<file path="src/rtl/coder_stream_serializer_if.sv">
// Triplet-in / lane-out handshake bundle for coder_stream_serializer.
// The producer/sink side uses master; the serializer itself uses slave.
interface coder_stream_serializer_if #(
  parameter int W = 8
);
  logic [W-1:0] xk_in;
  logic [W-1:0] zk_in;
  logic [W-1:0] zk_prime_in;
  logic         in_valid;
  logic         in_last;
  logic         in_ready;
  logic         rate_half;
  logic [W-1:0] dout;
  logic [1:0]   dout_sel;
  logic         dout_valid;
  logic         dout_ready;
  logic         dout_last;

  modport master (
    output xk_in, zk_in, zk_prime_in, in_valid, in_last, rate_half, dout_ready,
    input  in_ready, dout, dout_sel, dout_valid, dout_last
  );

  modport slave (
    input  xk_in, zk_in, zk_prime_in, in_valid, in_last, rate_half, dout_ready,
    output in_ready, dout, dout_sel, dout_valid, dout_last
  );
endinterface

</file>
<file path="src/rtl/coder_stream_serializer.sv">
// Buffers encoder triplets in a register FIFO and serialises them lane by lane.
// Optional rate-1/2 puncturing is enabled by defining CODER_PUNCTURE_EN.
module coder_stream_serializer #(
  parameter int W     = 8,
  parameter int DEPTH = 16,
  parameter int LW    = $clog2(DEPTH) + 1
) (
  input  logic                     clk,
  input  logic                     reset,
  coder_stream_serializer_if.slave bus,
  output logic [LW-1:0]            level,
  output logic                     overflow_err
);
  localparam int AW = $clog2(DEPTH);

  typedef struct packed {
    logic         last;
    logic [W-1:0] xk;
    logic [W-1:0] zk;
    logic [W-1:0] zkp;
  } entry_t;

  typedef enum logic [1:0] {
    LANE_X  = 2'd0,
    LANE_Z  = 2'd1,
    LANE_ZP = 2'd2
  } lane_e;

  entry_t        mem [DEPTH];
  logic [AW-1:0] wr_ptr_reg;
  logic [AW-1:0] rd_ptr_reg;
  logic [LW-1:0] count_reg;
  logic          overflow_reg;
  lane_e         state_reg;
  lane_e         state_next;

  entry_t head;
  logic   empty;
  logic   full;
  logic   push;
  logic   pop;
  logic   accept;
  logic   final_lane;
  logic   punct;
  logic   parity_toggle;

  assign head   = mem[rd_ptr_reg];
  assign empty  = (count_reg == '0);
  assign full   = (count_reg == LW'(DEPTH));
  assign push   = bus.in_valid && !full;
  assign accept = !empty && bus.dout_ready;
  assign pop    = accept && final_lane;

  assign bus.in_ready   = !full;
  assign bus.dout_valid = !empty;
  assign bus.dout_last  = head.last && final_lane;
  assign level          = count_reg;
  assign overflow_err   = overflow_reg;

`ifdef CODER_PUNCTURE_EN
  logic half_mem [DEPTH];
  logic toggle_reg;

  always_ff @(posedge clk) begin
    if (push) begin
      half_mem[wr_ptr_reg] <= bus.rate_half;
    end
  end

  // Every block restarts on zk, whatever mode its last entry used.
  always_ff @(posedge clk) begin
    if (reset) begin
      toggle_reg <= 1'b0;
    end else if (pop) begin
      if (head.last) begin
        toggle_reg <= 1'b0;
      end else if (punct) begin
        toggle_reg <= !toggle_reg;
      end
    end
  end

  assign punct         = half_mem[rd_ptr_reg];
  assign parity_toggle = toggle_reg;
`else
  logic unused_rate_half;
  assign unused_rate_half = bus.rate_half;
  assign punct            = 1'b0;
  assign parity_toggle    = 1'b0;
`endif

  always_ff @(posedge clk) begin
    if (push) begin
      mem[wr_ptr_reg] <= '{last: bus.in_last, xk: bus.xk_in, zk: bus.zk_in, zkp: bus.zk_prime_in};
    end
  end

  always_ff @(posedge clk) begin
    if (reset) begin
      wr_ptr_reg   <= '0;
      rd_ptr_reg   <= '0;
      count_reg    <= '0;
      overflow_reg <= 1'b0;
      state_reg    <= LANE_X;
    end else begin
      state_reg <= state_next;
      if (push) begin
        wr_ptr_reg <= wr_ptr_reg + AW'(1);
      end
      if (pop) begin
        rd_ptr_reg <= rd_ptr_reg + AW'(1);
      end
      case ({push, pop})
        2'b10:   count_reg <= count_reg + LW'(1);
        2'b01:   count_reg <= count_reg - LW'(1);
        default: count_reg <= count_reg;
      endcase
      if (bus.in_valid && full) begin
        overflow_reg <= 1'b1;
      end
    end
  end

  // A punctured entry jumps from X straight to the parity lane picked by the toggle.
  always_comb begin
    state_next   = state_reg;
    final_lane   = 1'b0;
    bus.dout     = head.xk;
    bus.dout_sel = 2'd0;
    case (state_reg)
      LANE_X: begin
        bus.dout     = head.xk;
        bus.dout_sel = 2'd0;
        if (accept) begin
          state_next = (punct && parity_toggle) ? LANE_ZP : LANE_Z;
        end
      end
      LANE_Z: begin
        bus.dout     = head.zk;
        bus.dout_sel = 2'd1;
        final_lane   = punct;
        if (accept) begin
          state_next = punct ? LANE_X : LANE_ZP;
        end
      end
      LANE_ZP: begin
        bus.dout     = head.zkp;
        bus.dout_sel = 2'd2;
        final_lane   = 1'b1;
        if (accept) begin
          state_next = LANE_X;
        end
      end
      default: begin
        state_next = LANE_X;
      end
    endcase
  end
endmodule
</file>
<file path="src/flat_wrapper.sv">
// flat-port wrapper written by rule: the top's interface ports become plain ports
module coder_stream_serializer_flat 
#(
  parameter int W     = 8,
  parameter int DEPTH = 16,
  parameter int LW    = $clog2(DEPTH) + 1
)
  (clk, reset, level, overflow_err, bus_xk_in, bus_zk_in, bus_zk_prime_in, bus_in_valid, bus_in_last, bus_rate_half, bus_dout_ready, bus_in_ready, bus_dout, bus_dout_sel, bus_dout_valid, bus_dout_last);
  coder_stream_serializer_if #(.W(W)) bus_i ();
  input  logic clk;
  input  logic reset;
  output logic [LW-1:0] level;
  output logic overflow_err;
  input wire logic [$bits(bus_i.xk_in)-1:0] bus_xk_in;
  input wire logic [$bits(bus_i.zk_in)-1:0] bus_zk_in;
  input wire logic [$bits(bus_i.zk_prime_in)-1:0] bus_zk_prime_in;
  input wire logic [$bits(bus_i.in_valid)-1:0] bus_in_valid;
  input wire logic [$bits(bus_i.in_last)-1:0] bus_in_last;
  input wire logic [$bits(bus_i.rate_half)-1:0] bus_rate_half;
  input wire logic [$bits(bus_i.dout_ready)-1:0] bus_dout_ready;
  output wire logic [$bits(bus_i.in_ready)-1:0] bus_in_ready;
  output wire logic [$bits(bus_i.dout)-1:0] bus_dout;
  output wire logic [$bits(bus_i.dout_sel)-1:0] bus_dout_sel;
  output wire logic [$bits(bus_i.dout_valid)-1:0] bus_dout_valid;
  output wire logic [$bits(bus_i.dout_last)-1:0] bus_dout_last;
  assign bus_i.xk_in = bus_xk_in;
  assign bus_i.zk_in = bus_zk_in;
  assign bus_i.zk_prime_in = bus_zk_prime_in;
  assign bus_i.in_valid = bus_in_valid;
  assign bus_i.in_last = bus_in_last;
  assign bus_i.rate_half = bus_rate_half;
  assign bus_i.dout_ready = bus_dout_ready;
  assign bus_in_ready = bus_i.in_ready;
  assign bus_dout = bus_i.dout;
  assign bus_dout_sel = bus_i.dout_sel;
  assign bus_dout_valid = bus_i.dout_valid;
  assign bus_dout_last = bus_i.dout_last;
  coder_stream_serializer #(.W(W), .DEPTH(DEPTH), .LW(LW)) u_core (.clk(clk), .reset(reset), .bus(bus_i), .level(level), .overflow_err(overflow_err));
endmodule
</file>
<file path="config.mk">
export PLATFORM = sky130hd
export DESIGN_NAME = coder_stream_serializer_flat
export DESIGN_NICKNAME = d
export VERILOG_FILES = /design/src/rtl/coder_stream_serializer_if.sv /design/src/rtl/coder_stream_serializer.sv /design/src/flat_wrapper.sv
export SDC_FILE = /design/constraint.sdc
export NUM_CORES = 1
export LEC_CHECK = 0
export BUFFER_PORTS_ARGS = -buffer_cell sky130_fd_sc_hd__buf_4
export CORE_UTILIZATION = 45
export CTS_BUF_LIST = sky130_fd_sc_hd__clkbuf_2
export CTS_CLUSTER_DIAMETER = 80
export CTS_CLUSTER_SIZE = 10
export DETAILED_ROUTE_END_ITERATION = 6
export SYNTH_ARGS = -nofsm -noshare
export SYNTH_HDL_FRONTEND = slang
export SYNTH_SLANG_ARGS = --single-unit
export TNS_END_PERCENT = 5
</file>
<file path="constraint.sdc">
create_clock -name clk -period 5 [get_ports clk]
set_clock_uncertainty 0.05 [all_clocks]
set_input_delay 0.25 -clock clk [delete_from_list [all_inputs] [get_ports clk]]
set_output_delay 0.25 -clock clk [all_outputs]
set_load 0.01 [all_outputs]
</file>
Word level (Yosys, flattened, before mapping)
Memory sizes are Yosys's and may differ from the RTL's. A register that Yosys moved wholly into a read port is not among the register bits.
Cells that the tools add are included.
W data, S select, Z words.

storage, ports and cells
  logic and storage cells = 41
  RAM bits = 400
  flip-flop bits (word level) = 16
  memories = 1
  bits of input ports = 30

operators by class
  equality and inequality tests = 8
  $add $sub $neg = 4
  reduce and logical (&&, ||, !) cells = 11
  muxes and demuxes = 12

memory list
  memory      words  bits a word  rd ports  clocked after memory_dff  write ports  RTL line                       source
  u_core.mem  16     25           1         1                         1            coder_stream_serializer.sv:29  entry_t mem [DEPTH];

operators with widths
  kind                   number
  $pmux W8 S2            1
  $pmux W5 S2            1
  $add A4 B1 Y4 const B  2
  $mux W4                2
  $mux W2                3
  $ne A2 B1 Y1 const B   3
  $pmux W2 S3            1
  $add A5 B1 Y5 const B  1
  $eq A5 B5 Y1 const B   1
  $logic_and A1 B1 Y1    5
  $logic_not A5 Y1       1
  $sub A5 B1 Y5 const B  1
  $eq A2 B1 Y1 const B   2
  $eq A2 B2 Y1 const B   2
  $pmux W2 S2            1
  $mux W1                3
  $reduce_and A3 Y1      1
  $logic_not A1 Y1       2
  $logic_not A2 Y1       1
  $reduce_bool A2 Y1     1

Depth between registers and ports, before layout
  word-level depth = 6
  gate-level depth with buffers = 12
  mapped depth without buffers = 11

Worst setup path after synthesis
Ideal clock, no wire load.

  kind = register to register
  from = reg u_core.count_reg[1] (netlist: u_core.level[1])
  to = mem u_core.mem[3][0] (netlist name) (enable)
  arrival = 3.063 ns
  setup slack = 1.449 ns
  cell stages (with the launch flop) = 6
  setup time = 0.438 ns
  cell sequence = dfxtp_1 > buf_2 > nor4_1 > a21boi_1 > nand2_1 > nor3_1

between the ends
  word-level cells in the longest chain between the ends = 5

RTL lines
  element                        RTL line                        source
  start: declaration             coder_stream_serializer.sv:32   logic [LW-1:0] count_reg;
  start signal: assignment       coder_stream_serializer.sv:114  2'b10: count_reg <= count_reg + LW'(1);
  start signal: assignment       coder_stream_serializer.sv:115  2'b01: count_reg <= count_reg - LW'(1);
  start signal: assignment       coder_stream_serializer.sv:116  default: count_reg <= count_reg;
  $eq A5 B5 Y1                   coder_stream_serializer.sv:49   assign full = (count_reg == LW'(DEPTH));
  $logic_not A1 Y1               coder_stream_serializer.sv:50   assign push = bus.in_valid && !full;
  $logic_and A1 B1 Y1            coder_stream_serializer.sv:50
  $mux W1                        coder_stream_serializer.sv:93   if (push) begin
  $mux W1 (implied by the code)  coder_stream_serializer.sv:94   mem[wr_ptr_reg] <= '{last: bus.in_last, xk: bus.xk_in, zk: bus.zk_in, zkp: bus.zk_prime_in};
  end: declaration               coder_stream_serializer.sv:29

No other way between the ends.

==> impl_metrics.ini <==
[status]
status = finished, violations left
violations = design-rule violations

[setup_path]
cp_top_family = multiplexers
worstSetupPathType = reg -> out
end_kind = output pin
cp_num_buf_inv = 2
rr_startpoint = u_core.level[1]$_SDFFE_PP0P_
critPathMaxStageDelay_ns = 0.66
startpoint_type = register
cp_slowest_cell = dfxtp_4
crit_fanout = 80
reg2reg_depth = 5
worstPathCellList = buf_12 > mux4_2 > mux2i_1 > mux2i_1 > a22oi_1 > a21oi_1 > buf_4
worst_path_most_repeated_cell = mux2i_1
required_ns = 4.70
reg2reg_slack_ns = 1.67
worstPathArrival_ns = 3.86
r2r_end = u_core.mem[0][7]$_DFFE_PP_

[layout]
nNetsFinal = 915
num-fill-cells = 2836
multi_input_area_um2 = 3840
synthToLayoutAreaGrowth_pct = 10.4
drive_gt1_share_pct = 29.9
seq_area_um2 = 12400
top_register = u_core.mem
largest_register_ffs = 400

[power]
ir_drop_v = 0.000136
power_density_nw_per_um2 = 330
power.leakage_nw = 5.58

[synthesis]
synth_top_cell_by_area = edfxtp_1
synth_top_area_share_pct = 73.3
synth_cell_types = 38
yosys_most_used_dff = edfxtp_1
synth_area_per_cell_um2 = 21.4
synth_seq_cells = 420
synth.area.top_cells = edfxtp_1 (73%), mux4_2 (15%), dfxtp_1 (2.4%), mux2i_1 (1.7%), a22oi_1 (1.1%)
synth-edff-count = 400
synth_warnings = 0
synthCells = 767
netlist_top_cells_count = edfxtp_1 (400), mux4_2 (109), nor2_1 (42), mux2i_1 (28), a22oi_1 (24)
yosysMostFrequentCell = edfxtp_1
syn_area_um2 = 16400
synthesis.nets = 811
synthArstFlopShare_pct = 0
synth_seq_area_share_pct = 75.8

[cts]
cts_buffer_depth = 3
clk_pin_slew_ns = 0.19
cts_tree = built
cts-root-buf = clkbuf_2
cts.sinks = 420
worstSkewPairLatency_ns = 0.90
htreeDepth = 2
cts_resized = 0
cts_buffers = 47

[placement]
place_congestion = 0.854
hpwlAfterDp_mm = 20.1
port_buffers = 47
preCtsSetupSlack_ns = 1.69

[timing]
max_freq_mhz = 241
setup-tns-final_ns = 0
fin_ws_ns = 0.843
slew_headroom_pct = 23.6
fin_crit_sh_pct = 83.1
hold_viol = 0
worstMarginPinSlew_ns = 1.14
whs_ns = 0.130
setup_viol = 0
rsz0062_at_grt = no
drv_slew = 0
period_minus_slack_ns = 4.16

[floorplanning]
die_y_um = 193
dieArea_um2 = 37200
die_w_um = 193
ios = 49
start_util_pct = 45.9
fp-row-count = 69
core_um2 = 35700

[detailed_routing]
drtIter0Drc = 705
vias = 7857
route.met2.wl_mm = 18.0
drc = 10
routed_wl_mm = 35.7
ant_nets = 0
wl_per_cell_um = 26.4
wl_met3_mm = 2.05
avgViaCountPerCell = 5.82
dr.max_layer_used = met4
first_pass_iters = 7
drt-met1-wl_mm = 14.8

[global_routing]
grt_pass1_wl_mm = 53.1
grt_overflow = 0
grt_max_degree = 81
grt_pass1_vias = 8302
grt_use_total_pct = 20.3
grt_antenna_before_repair = 1

[worst_hold_path]
min_to = u_core.mem[14][10]$_DFFE_PP_
holdPathStages = 2
hold_path.class = in -> reg
worst_hold_startpoint = bus_zk_in[2]

[flow_run]
cap_violations = 0
## layout by cell type (no fill, tap or decap), types with 2 or more instances in the layout
| cell type | n |
|---|---|
| and2_1 | 2 |
| mux4_2 | 109 |
| buf_4 | 65 |
| a21oi_1 | 14 |
| dfxtp_1 | 16 |
| nor2_1 | 30 |
| mux2i_1 | 28 |
| xor2_1 | 6 |
| nor3_1 | 2 |
| nor2_4 | 12 |
| buf_12 | 4 |
| dfxtp_2 | 3 |
| a22oi_1 | 24 |
| o21ai_0 | 6 |
| nand4_1 | 2 |
| dlygate4sd3_1 | 29 |
| nor3_2 | 4 |
| or3b_1 | 2 |
| nand2_1 | 16 |
| ha_1 | 14 |
| clkbuf_2 | 65 |
| inv_1 | 7 |
| xnor2_1 | 3 |
| nor2b_1 | 4 |
| edfxtp_1 | 400 |
| nand2b_1 | 5 |
## power breakdown
group	internal, W	switching [W]
Clock	0.000385	0.00106
Combinational	0.000248	0.000355
Sequential	0.00390	0.0000279
## routing by layer
metal  vias up  GRT usage [%]
met2       268           33.6
met4         0           6.18
met3        53           3.02
met5         -              0
li1       3368              -
met1      4168           27.9
## cell families after synthesis
logic type,count (synthesis),synth area share (%)
buffers and inverters,50,1.47
AND/OR/NAND/NOR,85,2.39
flip-flops,420,75.8
XOR/XNOR,9,0.481
adder cells (fa/ha/maj),14,1.07
AO/OA/AOI/OAI,52,2.11
multiplexers,137,16.7
## worst max path at each step
stage / startpoint / endpoint / cells past startpoint
2_1_floorplan: u_core.level[1]$_SDFFE_PP0P_ / u_core.mem[3][0]$_DFFE_PP_ / 5
3_3_place_gp: u_core.level[1]$_SDFFE_PP0P_ / u_core.mem[1][1]$_DFFE_PP_ / 5
3_5_place_dp: u_core.level[1]$_SDFFE_PP0P_ / u_core.mem[0][5]$_DFFE_PP_ / 5
4_1_cts: register / bus_dout[7] / 7
5_1_grt: register / bus_dout[7] / 7
6_report: register / bus_dout[7] / 7
## layout make-up
cell class	count	area share, %
sequential	420	68.7
clock buffer	65	1.80
tap	461	3.19
clock inverter	2	0.187
antenna	1	0.0138
multi-input combinational	297	21.2
inverter	7	0.145
timing repair buffer	98	4.75
## per-stage QoR
| step | std cells | total power, W | util, % | cell area [µm²] |
|---|---|---|---|---|
| after floorplan | 767 | 0.00430 | - | 16400 |
| after global placement | 1254 | 0.00458 | 48.9 | 17400 |
| after detailed placement | 1254 | 0.00460 | 48.9 | 17400 |
| after CTS | 1350 | 0.00604 | 50.7 | 18100 |
| after global routing | 1351 | 0.00620 | 50.7 | 18100 |
| final | 1351 | 0.00597 | 50.7 | 18100 |
## repair_timing
action                                 4_1_cts  5_1_grt
endpoints found under the hold margin      420        0
buffers inserted                             0        0
hold buffers                                29        0
(Power assumes the default switching activity.)
